## src/rtl/logic_core_pkg.sv

```systemverilog
// Shared types and helpers for the logic-core arbiter: FSM state encoding,
// core port widths and a one-hot decoder used for response steering.
package logic_core_pkg;

  typedef enum logic [1:0] {
    IDLE  = 2'd0,
    DRIVE = 2'd1,
    RESP  = 2'd2
  } state_t;

  localparam int CORE_IN_W  = 14;
  localparam int CORE_OUT_W = 8;
  localparam int MAX_REQ    = 8;
  localparam int MAX_ID_W   = 3;

  function automatic logic [MAX_REQ-1:0] onehot(input logic [MAX_ID_W-1:0] idx);
    onehot      = '0;
    onehot[idx] = 1'b1;
  endfunction

endpackage

```

## src/rtl/rr_arbiter.sv

```systemverilog
// Combinational round-robin arbiter: picks the first requester after 'last'
// in cyclic order and reports it both one-hot and as an index.
module rr_arbiter #(
  parameter int N = 4,
  localparam int ID_W = $clog2(N)
) (
  input  logic [N-1:0]    req,
  input  logic [ID_W-1:0] last,
  output logic [N-1:0]    gnt,
  output logic [ID_W-1:0] gnt_id
);

  logic [ID_W-1:0] cand [N];
  logic [N-1:0]    hit;
  logic            found;

  // cand[gi] is the requester examined at priority position gi
  genvar gi;
  generate
    for (gi = 0; gi < N; gi++) begin : g_cand
      assign cand[gi] = ID_W'((int'(last) + 1 + gi) % N);
      assign hit[gi]  = req[cand[gi]];
    end
  endgenerate

  always_comb begin
    gnt    = '0;
    gnt_id = '0;
    found  = 1'b0;
    for (int i = 0; i < N; i++) begin
      if (!found && hit[i]) begin
        found          = 1'b1;
        gnt_id         = cand[i];
        gnt[cand[i]]   = 1'b1;
      end
    end
  end

endmodule

```

## src/rtl/logic_core_arbiter.sv

```systemverilog
// Time-shares one unclocked combinational logic core among NUM_REQ requesters:
// round-robin accept, hold the operand CORE_LAT cycles, return the sampled result.
module logic_core_arbiter
  import logic_core_pkg::*;
#(
  parameter int NUM_REQ  = 4,
  parameter int IN_W     = CORE_IN_W,
  parameter int OUT_W    = CORE_OUT_W,
  parameter int CORE_LAT = 2,
  localparam int ID_W = $clog2(NUM_REQ)
) (
  input  logic                    clk,
  input  logic                    rst_n,
  input  logic [NUM_REQ-1:0]      req_valid,
  input  logic [NUM_REQ*IN_W-1:0] req_data,
  output logic [NUM_REQ-1:0]      req_ready,
  output logic [IN_W-1:0]         core_in,
  input  logic [OUT_W-1:0]        core_out,
  output logic [NUM_REQ-1:0]      rsp_valid,
  output logic [OUT_W-1:0]        rsp_data,
  input  logic [NUM_REQ-1:0]      rsp_ready,
  output logic                    busy,
  output logic [ID_W-1:0]         grant_id
);

  state_t             state_reg, state_next;
  logic [3:0]         cnt_reg;
  logic [ID_W-1:0]    last_reg;
  logic [ID_W-1:0]    grant_id_reg;
  logic [ID_W-1:0]    arb_id;
  logic [NUM_REQ-1:0] arb_gnt;
  logic [NUM_REQ-1:0] rsp_valid_reg;
  logic [IN_W-1:0]    core_in_reg;
  logic [OUT_W-1:0]   rsp_data_reg;
  logic [IN_W-1:0]    req_op [NUM_REQ];
  logic               accept;
  logic               capture;
  logic               done;
  logic               rsp_ack;

  genvar gi;
  generate
    for (gi = 0; gi < NUM_REQ; gi++) begin : g_op
      assign req_op[gi] = req_data[gi*IN_W +: IN_W];
    end
  endgenerate

  rr_arbiter #(.N(NUM_REQ)) u_rr_arbiter (
    .req    (req_valid),
    .last   (last_reg),
    .gnt    (arb_gnt),
    .gnt_id (arb_id)
  );

  // Ready is gated by reset so nothing looks accepted while the block is held
  assign req_ready = (rst_n && state_reg == IDLE) ? arb_gnt : '0;
  assign accept    = |(req_valid & req_ready);
  assign rsp_ack   = rsp_ready[grant_id_reg];

  always_comb begin
    state_next = state_reg;
    capture    = 1'b0;
    done       = 1'b0;
    case (state_reg)
      IDLE:  if (accept) state_next = DRIVE;
      DRIVE: begin
        if (cnt_reg == 4'd1) begin
          capture    = 1'b1;
          state_next = RESP;
        end
      end
      RESP: begin
        if (rsp_ack) begin
          done       = 1'b1;
          state_next = IDLE;
        end
      end
      default: state_next = IDLE;
    endcase
  end

  always_ff @(posedge clk) begin
    if (!rst_n) begin
      state_reg     <= IDLE;
      cnt_reg       <= '0;
      last_reg      <= ID_W'(NUM_REQ - 1);
      grant_id_reg  <= '0;
      core_in_reg   <= '0;
      rsp_data_reg  <= '0;
      rsp_valid_reg <= '0;
    end else begin
      state_reg <= state_next;
      if (accept) begin
        core_in_reg  <= req_op[arb_id];
        grant_id_reg <= arb_id;
        cnt_reg      <= 4'(CORE_LAT);
      end else if (state_reg == DRIVE) begin
        cnt_reg <= cnt_reg - 4'd1;
      end
      if (capture) begin
        rsp_data_reg  <= core_out;
        rsp_valid_reg <= NUM_REQ'(onehot(MAX_ID_W'(grant_id_reg)));
      end
      // The pointer only advances once the response is taken, so an aborted
      // transaction does not cost the requester its turn
      if (done) begin
        rsp_valid_reg <= '0;
        last_reg      <= grant_id_reg;
      end
    end
  end

  assign core_in   = core_in_reg;
  assign rsp_valid = rsp_valid_reg;
  assign rsp_data  = rsp_data_reg;
  assign busy      = (state_reg != IDLE);
  assign grant_id  = grant_id_reg;

endmodule

```

## config.mk

```make
export PLATFORM = sky130hd
export DESIGN_NAME = logic_core_arbiter
export DESIGN_NICKNAME = d
export VERILOG_FILES = /design/src/rtl/logic_core_pkg.sv /design/src/rtl/rr_arbiter.sv /design/src/rtl/logic_core_arbiter.sv
export SDC_FILE = /design/constraint.sdc
export NUM_CORES = 1
export LEC_CHECK = 0
export ABC_CLOCK_PERIOD_IN_PS = 3600
export BUFFER_PORTS_ARGS = -buffer_cell sky130_fd_sc_hd__buf_4
export CORE_MARGIN = 3
export CORE_UTILIZATION = 44
export DETAILED_ROUTE_END_ITERATION = 10
export PLACE_DENSITY = 0.88
export SETUP_SLACK_MARGIN = 0.15
export SYNTH_ARGS = -nofsm -noshare
export SYNTH_HDL_FRONTEND = slang
export SYNTH_HIERARCHICAL = 1
export SYNTH_SLANG_ARGS = --single-unit
```

## constraint.sdc

```tcl
create_clock -name clk -period 3.6 [get_ports clk]
set_input_delay 0.36 -clock clk [delete_from_list [all_inputs] [get_ports clk]]
set_output_delay 0.36 -clock clk [all_outputs]
set_load 0.02 [all_outputs]
```

* Yosys cells after proc, flatten, opt, wreduce, memory -nomap -nowiden
Index checks and enable logic that the tools add are counted. W data, S select, Z words.
Word-level totals: output and inout bits 33, word-level logic and storage cells 101, flip-flop bits (word level) 36, bits of input ports 74
Operators by class: add/sub/neg operators 5, reduce and logical (&&, ||, !) cells 19, order comparisons 12, eq/ne operators 6, mux-type cells 45, bitwise gates (word level) 6
Operators by type and width (number):
- $bmux W14 S2 | 1
- $mux W14 | 2
- $mux W4 | 5
- $mux W2 | 9
- $mux W1 | 17
- $lt A2 B3 Y1 const B | 5
- $or A4 B4 Y4 | 3
- $bmux W1 S2 | 5
- $demux W1 S2 | 5
- $ge A2 B1 Y1 const B | 5
- $logic_and A1 B1 Y1 | 9
- $ne A2 B2 Y1 const B | 3
- $pmux W2 S3 | 1
- $reduce_or A5 Y1 | 1
- $add A2 B1 Y2 const B | 2
- $add A2 B2 Y2 const B | 2
- $and A4 B4 Y4 | 1
- $eq A4 B1 Y1 const B | 1
- $lt A2 B4 Y1 const B | 1
- $reduce_bool A2 Y1 | 2
- $reduce_or A4 Y1 | 1
- $sub A4 B1 Y4 const B | 1
- $ge A3 B3 Y1 const B | 1
- $logic_not A1 Y1 | 3
- 7 further kinds | 7

* Depth between registers and ports, before layout
Gate-level depths: netlist of run 1.
depth in word-level cells 18, mapped depth 13

* Cells and area by module
The synthesis of run 1 kept the hierarchy.
By module, submodules not included:
- logic_core_arbiter | times used 1, cells each 218, area each 2089.5 µm²
- rr_arbiter | times used 1, cells each 63, area each 511.7 µm²

* Worst setup path after synthesis of run 1
Ideal clock, no wire load.
kind register to register, start reg last_reg[0], end reg core_in_reg[0] (netlist: core_in[0]), arrival 3.230 ns, path buffers 3, cell stages (with the launch flop) 11, setup slack 0.250 ns, data required time 3.480 ns, library setup time 0.120 ns, cells stage by stage dfxtp_1 buf_6 inv_1 ha_1 buf_6 mux4_2 or3_1 a31oi_1 clkbuf_1 mux4_2 a211o_1
On the way: cells in the longest elaborated chain, start to end 17
Ends and longest elaborated chain:
- from (decl) | line logic_core_arbiter.sv:28 | logic [ID_W-1:0] last_reg;
- from (signal assigned) | line logic_core_arbiter.sv:86 | last_reg <= ID_W'(NUM_REQ - 1);
- from (signal assigned) | line logic_core_arbiter.sv:108 | last_reg <= grant_id_reg;
- $add A2 B1 Y2 * | line rr_arbiter.sv:21 | assign cand[gi] = ID_W'((int'(last) + 1 + gi) % N);
- parallel branches: the longest is 11 deep, another holds $add A2 B2 Y2
- $mux W2 * | line rr_arbiter.sv:31 | if (!found && hit[i]) begin
- via arb_id[1] | line logic_core_arbiter.sv:30 | logic [ID_W-1:0] arb_id;
- $not A2 Y3 (implied by the code) * | line logic_core_arbiter.sv:94 | core_in_reg <= req_op[arb_id];
- $bmux W14 S2 * | line logic_core_arbiter.sv:94
- $mux W14 (implied by the code) * (2 in a row) | line logic_core_arbiter.sv:94
- to (signal assigned) | line logic_core_arbiter.sv:94
- to (decl) | line logic_core_arbiter.sv:33 | logic [IN_W-1:0] core_in_reg;
Mark *: on every way through the listed nets, which the timed path passes. The select of a mux whose other input is x is not followed. A chain may end at the register's enable or synchronous reset.

* Worst setup path after layout of run 1
start reg last_reg[1], end reg core_in_reg[2] (netlist: core_in[2])
RTL lines:
- $add A2 B1 Y2 * | line rr_arbiter.sv:21
- parallel branches: the longest is 11 deep, another holds $lt A2 B3 Y1
- $mux W4 * | line rr_arbiter.sv:31
- via arb_gnt[2] | line logic_core_arbiter.sv:31 | logic [NUM_REQ-1:0] arb_gnt;
- $mux W4 * | line logic_core_arbiter.sv:56 | assign req_ready = (rst_n && state_reg == IDLE) ? arb_gnt : '0;
- $and A4 B4 Y4 * | line logic_core_arbiter.sv:57 | assign accept = |(req_valid & req_ready);
- $reduce_or A4 Y1 * | line logic_core_arbiter.sv:57
Marked as above.

==> results.yml, run 1 <==
worst_setup_path:
  critPathCaptureType: "register"
  worstPathCellList: "inv_1 > ha_1 > mux4_2 > nor3_2 > a221o_1 > a22o_1 > buf_4 > nor3_1 > a211o_1"
  cp_max_fo: 13
  crit_type: "register to register"
  cp_data_arrival_time_ns: 3.40
  cp_num_buf_inv: 2
  slowest_delay_ns: 0.69
  cp_top_family: "compound AO/OA/AOI/OAI gates"
  start_kind: "register"
  critPathRequiredTime_ns: 3.77
  cp_slowest_cell: "mux4_2"
place:
  post-place-ws_ns: 0.3570
  port_buffers: 106
  gp_congestion: 0.9111
  hpwl_um: 5473
synth:
  avgSynthCellArea_um2: 9.257
  synth_top_cells_by_area: "dfxtp_1 28%, mux4_2 8.7%, mux4_1 5.1%, a211o_1 4.7%, ha_1 3.8%"
  synth-seq-cells: 36
  synth_cell_types: 58
  syn_inst: 281
  yosysMostFrequentCell: "dfxtp_1"
  synth_top_area_share_pct: 27.71
  synth_async_sr_flop_share_pct: 0
  yosysTopAreaCell: "dfxtp_1"
  synth-warning-count: 6
  synth-edff-count: 0
  synth_area_mm2: 0.002601
  synth.net_count: 363
  synth_commonest_cells: "36 x dfxtp_1, 24 x nand2_1, 17 x nor3_1, 16 x a21oi_1, 16 x o21ai_0"
  synth_top_flop_cell: "dfxtp_1"
  synth-seq-area-share_pct: 27.71
sta:
  max_freq_ghz: 0.3092
  fin_crit_ns: 3.234
  setup_violations: 0
  slew_viol_final: 0
  tns_ns: 0
  hold_viol: 0
  slew_headroom_pct: 55.85
  rsz0062_at_grt: "no"
  fin_crit_sh_pct: 89.84
  tightest_slew_ns: 0.6609
  fin_skew_ns: 0.005319
  post-route-worst-setup-slack_ns: 0.3656
clocking:
  clock_latency_ns: 0.28
  clk_pin_slew_ns: 0.07
  clock_sinks: 36
  postCtsSetupBuffers: 0
  numCtsBuffers: 5
  clockBufferDepth: 2
  htreeDepth: 2
  cts_tree: "built"
  hold_buffers: 0
  cts-root-buf: "clkbuf_8"
finish:
  final_nets: 459
  largest_register_ffs: 14
  syn_to_final_growth_pct: 34.20
  drive_gt1_share_pct: 37.57
  postLayoutCoreUtil_pct: 62.25
  n_antenna_cell: 0
routing:
  totalWireLength_um: 7203
  vias: 2603
  dr.pass1.iters: 4
  wl_per_cell_um: 16.01
  postRouteAntennaNets: 0
  drt_iter0_drc: 120
  viasPerCell: 5.784
  drc: 0
floorplan:
  dieHeight_um: 82.89
  die-width_um: 82.89
  row_count: 27
  core-area_mm2: 0.005608
  design.portCount: 107
  dieArea_mm2: 0.006871
  initial_utilization_pct: 46.39
power:
  switching_power_uw: 407.1
  power_frac_comb_pct: 37.2
  pwr-share-seq_pct: 39.3
  ir_drop_v: 0.0002537
  p_int_uw: 826.0
  sw_frac_of_total_pct: 33.01
  power_frac_clock_pct: 23.6
  p_per_area_mw_per_mm2: 353.2
  p_leak_uw: 0.001613
global_route:
  grt_max_degree: 38
  grt_pass1_wl_um: 11890
  grt_pass1_vias: 2609
  antenna_found_initial: 0
  track_usage_pct: 20.45
  grt_overflow_total: 0
outcome:
  status: "complete, no violations"
run:
  maxCapViolCount: 0
min_path:
  hold_class: "input port to register"
==> path summary, 6_finish.rpt <==
kind,from,end,slack [ns],cells after the start
worst min-delay path,core_out[7],rsp_data[7]$_SDFFE_PN0P_,0.35,3
worst min register to register,rsp_data[6]$_SDFFE_PN0P_,rsp_data[6]$_SDFFE_PN0P_,0.48,2
worst max register to register,last_reg[1]$_SDFFE_PN1P_,core_in[2]$_SDFFE_PN0P_,0.37,9
worst max-delay path,last_reg[1]$_SDFFE_PN1P_,core_in[2]$_SDFFE_PN0P_,0.37,9
==> area by class of cell <==
class	instances	area, µm²
clock buffers	8	90.09
fillers	477	2117
inverters	11	41.29
multi-input cells	211	1708
flip-flops and latches	36	720.7
well taps	72	90.09
repair buffers	112	840.8
==> cells in the final DEF, fill, tap and decap left out, types with 2 or more instances in the layout <==
master / netlist / routed
nand3b_1: 3 / 3
mux2_2: 4 / 4
buf_4: 2 / 112
nand3_1: 9 / 9
o31ai_1: 2 / 2
and3_1: 14 / 14
o32ai_1: 2 / 2
nand2b_1: 2 / 2
a221o_1: 4 / 4
dfxtp_1: 36 / 36
clkbuf_1: 11 / 2
and2_1: 4 / 4
mux4_2: 10 / 10
or3_1: 2 / 2
inv_1: 11 / 11
a22oi_1: 4 / 4
a21oi_1: 16 / 16
mux4_1: 5 / 5
nor3_1: 17 / 17
nor2_1: 6 / 6
o21a_1: 2 / 2
o21ai_0: 16 / 16
mux2i_1: 8 / 8
clkbuf_8: 0 / 6
ha_1: 8 / 8
a211o_1: 14 / 14
nand4b_1: 3 / 3
o31a_1: 2 / 2
or3b_1: 2 / 2
nand2_1: 24 / 24
==> kinds of logic (layout without fill, tap and decap cells) <==
group           after synthesis  after routing  share of synthesized area (%)
compound gates               77             77                          20.88
xor+xnor                      1              1                         0.3368
fa+ha+maj                     8              8                          3.848
buf+inv                      34            131                          7.215
flops                        36             36                          27.71
mux                          28             28                          19.10
simple gates                 97             97                          20.92
==> through the flow <==
stage / std cells / instance area (µm²) / power [µW] / hold slack [ns]
finish: 450 / 3491 / 1233 / 0.3452
global route: 450 / 3491 / 1309 / 0.3478
CTS: 450 / 3482 / 1242 / 0.3415
detailed placement: 442 / 3392 / 950.7 / 0.4693
global placement: 442 / 3392 / 937.8 / 0.4616
floorplan: 281 / 2601 / 780.9 / 0.4610
==> power groups by stage <==
stage / registers (µW) / clock network [µW] / logic, µW
2_1_floorplan: 518 / 0 / 263
3_3_place_gp: 490 / 0 / 448
3_5_place_dp: 492 / 0 / 459
4_1_cts: 484 / 298 / 460
5_1_grt: 490 / 320 / 499
6_report: 484 / 291 / 458
==> metal layers <==
metal | global-route usage [%] | wire length (µm) | up-vias | share of wire [%]
met1 | 23.87 | 3009 | 1212 | 42
met4 | 4.606 | 67 | 0 | 0.93
li1 | - | - | 1269 | -
met2 | 36.30 | 3539 | 113 | 49
met3 | 6.647 | 587 | 9 | 8.1
met5 | 0 | 0 | - | 0
==> timing repair <==
action	CTS	global route
endpoints found under the hold margin	0	0
gates resized for setup	0	2
setup endpoints to repair	0	18
==> worst reg2reg max path: cells and delay by family, from the launching register on <==
kind | cells | cell delay [ns]
AOI/OAI and AO/OA | 3 | 0.85
buffers and inverters | 2 | 0.33
adders and majority gates | 1 | 0.42
DFF | 1 | 0.41
muxes | 1 | 0.69
and+or+nand+nor | 2 | 0.42
(Power assumes the default switching activity.)
==> run 2, diff against run 1 <==
ABC_AREA = 1   (was not set)
CORE_UTILIZATION = 43   (was 44)
SKIP_CTS_REPAIR_TIMING = 1   (was not set)
==> run 2 against run 1 <==
  * Clock skew fell by 0.0015 ns
  * Routed wire length down 2.1%
  * Sequential cell count is the same
  * Non-clock buffer count down 4
  * Synthesized cell count increased by 37%
  * Critical path depth up 4
  * First-iteration DRC count increased by 78%
  * Combinational power down 22%
  * Count of clock-buffer cells in the layout fell by 1
  * Critical path type unchanged
  * Highest routed layer unchanged
==> results.yml, run 2 <==
global_route:
  grt_pass1_wl_um: 11430
  grt_overflow_total: 0
  antenna_found_initial: 0
  track_usage_pct: 22.02
  grt_max_degree: 35
  grt_pass1_vias: 2651
sta:
  slew_headroom_pct: 56.98
  fin_crit_ns: 3.068
  hold_viol: 0
  max_freq_ghz: 0.3260
  fin_skew_ns: 0.003780
  tns_ns: 0
  tightest_slew_ns: 0.6437
  fin_crit_sh_pct: 85.21
  whs_ns: 0.2891
  rsz0062_at_grt: "no"
  slew_viol_final: 0
  setup_violations: 0
  post-route-worst-setup-slack_ns: 0.5325
power:
  p_leak_uw: 0.001691
  switching_power_uw: 374.7
  finalPower_uw: 1097
  pwr-share-seq_pct: 41.0
  ir_drop_v: 0.0001984
  power_frac_clock_pct: 26.3
  p_int_uw: 722.1
  sw_frac_of_total_pct: 34.16
  power_frac_comb_pct: 32.6
  p_per_area_mw_per_mm2: 333.0
finish:
  n_antenna_cell: 0
  largest_register_ffs: 14
  layout.area.seq_um2: 720.7
  final_cell_mix: "108 x buf_4, 93 x nor2_1, 68 x nand2_1"
  layout_commonest_cell: "buf_4"
  final_nets: 566
  drive_gt1_share_pct: 28.87
  fill_cells: 460
  syn_to_final_growth_pct: 37.51
  multi_input_area_mm2: 0.001446
routing:
  viasPerCell: 5.126
  dr.pass1.iters: 4
  wl_per_cell_um: 12.70
  drt_iter0_drc: 213
  postRouteAntennaNets: 0
  vias: 2845
  drc: 0
  totalWireLength_um: 7050
worst_setup_path:
  critPathRequiredTime_ns: 3.79
  cp_data_arrival_time_ns: 3.26
  rrSetupSlack_ns: 0.53
  start_kind: "register"
  r2r_start: "last_reg[0]$_SDFFE_PN1P_"
  cp_max_fo: 28
  critPathCaptureType: "register"
  ff2ff_path_depth: 13
  crit_type: "register to register"
  r2r_end: "core_in[13]$_SDFFE_PN0P_"
clocking:
  clock_latency_ns: 0.29
  clock_sinks: 36
  cts_tree: "built"
  cts-root-buf: "clkbuf_8"
  clk_pin_slew_ns: 0.07
  htreeDepth: 2
  clockBufferDepth: 2
  numCtsBuffers: 5
floorplan:
  initial_utilization_pct: 45.72
  die-width_um: 80.63
  design.portCount: 107
  dieHeight_um: 80.63
  row_count: 26
  dieArea_mm2: 0.006500
  core-area_mm2: 0.005238
synth:
  synth-seq-area-share_pct: 30.09
  synth_top_flop_cell: "dfxtp_1"
  yosys.area_share.simple_pct: 38.92
  synth_async_sr_flop_share_pct: 0
  synth-edff-count: 0
  synth_top_cells_by_area: "dfxtp_1 30%, nor2_1 15%, nand2_1 11%, o21ai_0 8.6%, inv_1 5.2%"
  yosysTopAreaCell: "dfxtp_1"
  synth_xor_area_share_pct: 0.7315
  synth_top_family_by_area: "simple AND/OR/NAND/NOR gates"
  synth.net_count: 467
  synth_commonest_cells: "93 x nor2_1, 68 x nand2_1, 41 x o21ai_0, 36 x dfxtp_1, 33 x inv_1"
  synth-warning-count: 6
  synth-seq-cells: 36
  synthAdderAreaFrac_pct: 4.180
  synth_cell_types: 28
  avgSynthCellArea_um2: 6.220
  syn_inst: 385
  synth_area_mm2: 0.002395
  synth_compound_area_share_pct: 16.41
  synth_top_area_share_pct: 30.09
  synthMuxAreaShare_pct: 0
  yosysMostFrequentCell: "nor2_1"
place:
  port_buffers: 106
  post-place-ws_ns: 0.5737
  gp_congestion: 1.011
  hpwl_um: 5275
min_path:
  hold_start: "core_out[5]"
  min_path_cells: 3
  holdPathEnd: "rsp_data[5]$_SDFFE_PN0P_"
  hold_class: "input port to register"
run:
  maxCapViolCount: 0
outcome:
  status: "complete, no violations"
run 2: cell count changes after synthesis, sizes merged, moves of 17 or more:
cell,change
inv,+26
nor3,-17
nand2,+58
o21ai,+26
nor2,+93
run 2: metrics by stage:
| step | std cells | utilization, % | instance area, µm² |
|---|---|---|---|
| after floorplan | 385 | - | 2395 |
| after global placement | 547 | 61.25 | 3208 |
| after detailed placement | 547 | 61.25 | 3208 |
| after CTS | 555 | 62.88 | 3293 |
| after global routing | 555 | 62.88 | 3293 |
| final | 555 | 62.88 | 3293 |
run 2: worst max path at each step:
stage / from / slack [ns] / depth (start not counted) / end
floorplan: last_reg[0]$_SDFFE_PN1P_ / 1.18 / 14 / core_in[6]$_SDFFE_PN0P_
global placement: last_reg[0]$_SDFFE_PN1P_ / 0.76 / 13 / core_in[1]$_SDFFE_PN0P_
detailed placement: last_reg[0]$_SDFFE_PN1P_ / 0.57 / 13 / core_in[13]$_SDFFE_PN0P_
CTS: last_reg[0]$_SDFFE_PN1P_ / 0.55 / 13 / core_in[13]$_SDFFE_PN0P_
global route: last_reg[0]$_SDFFE_PN1P_ / 0.21 / 13 / core_in[1]$_SDFFE_PN0P_
finish: last_reg[0]$_SDFFE_PN1P_ / 0.53 / 13 / core_in[13]$_SDFFE_PN0P_
run 2: per-layer routing:
metal	part of all wire [%]	GRT usage (%)	up-vias
li1	-	-	1432
met1	41	26.86	1276
met5	0	0	-
met4	1.5	8.108	0
met2	50	37.91	123
met3	7.5	4.484	14
run 2: area by class of cell:
| cell class | count | share of cell area (%) |
|---|---|---|
| clock buffer | 7 | 2.318 |
| sequential | 36 | 21.88 |
| timing repair buffer | 108 | 24.62 |
| clock inverter | 1 | 0.2660 |
| multi-input combinational | 295 | 43.92 |
| tap | 70 | 2.660 |
| inverter | 38 | 4.331 |
run 2: cell families (layout without fill, tap and decap cells):
group | after synthesis | count (layout)
xor gates and xnor gates | 2 | 2
DFF | 36 | 36
AOI/OAI and AO/OA | 74 | 74
and+or+nand+nor | 211 | 211
buffers and inverters | 54 | 154
adders and majority gates | 8 | 8
run 2: critical path, cell delays in order (launching register included):
cell,delay (ns)
dfxtp_1,0.48
inv_2,0.17
ha_1,0.39
inv_1,0.13
nand3_1,0.10
o21ai_1,0.10
nor2_4,0.16
nor2_1,0.08
a21oi_2,0.12
clkinv_1,0.53
o21ai_0,0.41
o22ai_1,0.13
nor2_1,0.12
nor2_1,0.05
run 2: power by group through the flow:
stage / sequential (µW) / clock (µW) / combinational [µW]
floorplan: 483 / 0 / 194
global placement: 457 / 0 / 350
detailed placement: 458 / 0 / 357
CTS: 450 / 296 / 358
global route: 454 / 315 / 402
finish: 450 / 289 / 358
==> run 3, diff against run 2 <==
BUFFER_PORTS_ARGS = -buffer_cell sky130_fd_sc_hd__buf_2   (was -buffer_cell sky130_fd_sc_hd__buf_4)
==> run 3 against run 2 <==
  * Die area stayed put
  * Via count is 0.81% lower
  * Sequential share of layout area is 1.9 points higher
  * First-iteration DRC count is 10% lower
  * Sequential power hardly changed
  * Critical path depth is 2 higher
  * Total power is 3.4% lower
  * Largest cell class unchanged
==> results.yml, run 3 (synthesis gave the netlist of run 2 again) <==
global_route:
  grt_max_degree: 35
  track_usage_pct: 20.89
  grt_overflow_total: 0
  grt_pass1_vias: 2577
  antenna_found_initial: 0
  grt_pass1_wl_um: 10990
power:
  ir_drop_v: 0.0002076
  p_leak_uw: 0.001626
  finalPower_uw: 1060
  p_per_area_mw_per_mm2: 350.0
routing:
  vias: 2822
  dr.pass1.iters: 4
  totalWireLength_um: 6808
  postRouteAntennaNets: 0
  drc: 0
  viasPerCell: 5.085
  wl_per_cell_um: 12.27
  drt_iter0_drc: 191
finish:
  syn_to_final_growth_pct: 26.44
  largest_register_ffs: 14
  n_antenna_cell: 0
  final_area_mm2: 0.003028
  layout.area.seq_um2: 720.7
  drive_gt1_share_pct: 28.87
  layout_commonest_cell: "buf_2"
  final_cell_mix: "106 x buf_2, 93 x nor2_1, 68 x nand2_1"
  final_nets: 566
  multi_input_area_mm2: 0.001446
  fill_cells: 503
sta:
  hold_viol: 0
  whs_ns: 0.2917
  slew_viol_final: 0
  post-route-worst-setup-slack_ns: 0.5909
  tightest_slew_ns: 0.6443
  fin_crit_sh_pct: 83.59
  max_freq_ghz: 0.3323
  slew_headroom_pct: 56.94
  fin_skew_ns: 0.005132
  tns_ns: 0
  setup_violations: 0
  rsz0062_at_grt: "no"
  fin_crit_ns: 3.009
place:
  post-place-ws_ns: 0.6686
  port_buffers: 106
  postPlaceCellArea_mm2: 0.002943
  gp_congestion: 1.033
  hpwl_um: 5074
floorplan:
  die-width_um: 80.63
  core-area_mm2: 0.005238
  row_count: 26
  dieArea_mm2: 0.006500
  initial_utilization_pct: 45.72
  design.portCount: 107
  dieHeight_um: 80.63
worst_setup_path:
  start_kind: "register"
  cp_data_arrival_time_ns: 3.19
  critPathRequiredTime_ns: 3.78
  critPathCaptureType: "register"
  ff2ff_path_depth: 15
  cp_max_fo: 28
  crit_type: "register to register"
clocking:
  clock_latency_ns: 0.29
  clk_pin_slew_ns: 0.07
  cts_tree: "built"
  clock_sinks: 36
  numCtsBuffers: 5
  cts-root-buf: "clkbuf_8"
  clockBufferDepth: 2
  htreeDepth: 2
outcome:
  status: "complete, no violations"
min_path:
  hold_class: "input port to register"
  min_path_cells: 3
run:
  maxCapViolCount: 0
## run 3: path summary, 6_finish.rpt
check | start | endpoint | slack (ns)
max | last_reg[0]$_SDFFE_PN1P_ | core_in[0]$_SDFFE_PN0P_ | 0.59
min | core_out[0] | rsp_data[0]$_SDFFE_PN0P_ | 0.29
max reg2reg | last_reg[0]$_SDFFE_PN1P_ | core_in[0]$_SDFFE_PN0P_ | 0.59
min reg2reg | rsp_valid[2]$_SDFFE_PP0P_ | rsp_valid[2]$_SDFFE_PP0P_ | 0.47
## run 3: where the power goes
part	switching (µW)	internal [µW]	leakage, µW
sequential	20.2	428	0.000294
clock	152	138	0.0000424
combinational	202	119	0.00129
## run 3: worst max-delay path: stages, from the launching register on
cell and delay, ns:
dfxtp_1 0.47, inv_2 0.16, ha_1 0.40, inv_1 0.15, nand3_1 0.12, o21ai_1 0.10
nor2_4 0.15, nor2_1 0.07, a21oi_2 0.13, clkinv_1 0.49, o21ai_0 0.35, nand2_1 0.07
inv_1 0.05, o21ai_0 0.07, nand2_1 0.07, nor2_1 0.05
## run 3: cell type report
cell class	count	area share, %
sequential	36	23.80
clock buffer	7	2.521
tap	70	2.893
inverter	38	4.711
multi-input combinational	295	47.77
clock inverter	1	0.2893
timing repair buffer	108	18.02
## run 3: stage by stage
step	cells	util, %
floorplan	385	-
global placement	547	56.19
detailed placement	547	56.19
CTS	555	57.81
global route	555	57.81
finish	555	57.81
## run 3: layer usage
layer,track usage [%],share of wire (%),wire length [µm]
met2,36.51,48,3299
met1,24.47,42,2860
met5,0,0,0
met3,4.933,7.0,478
met4,8.108,2.5,170
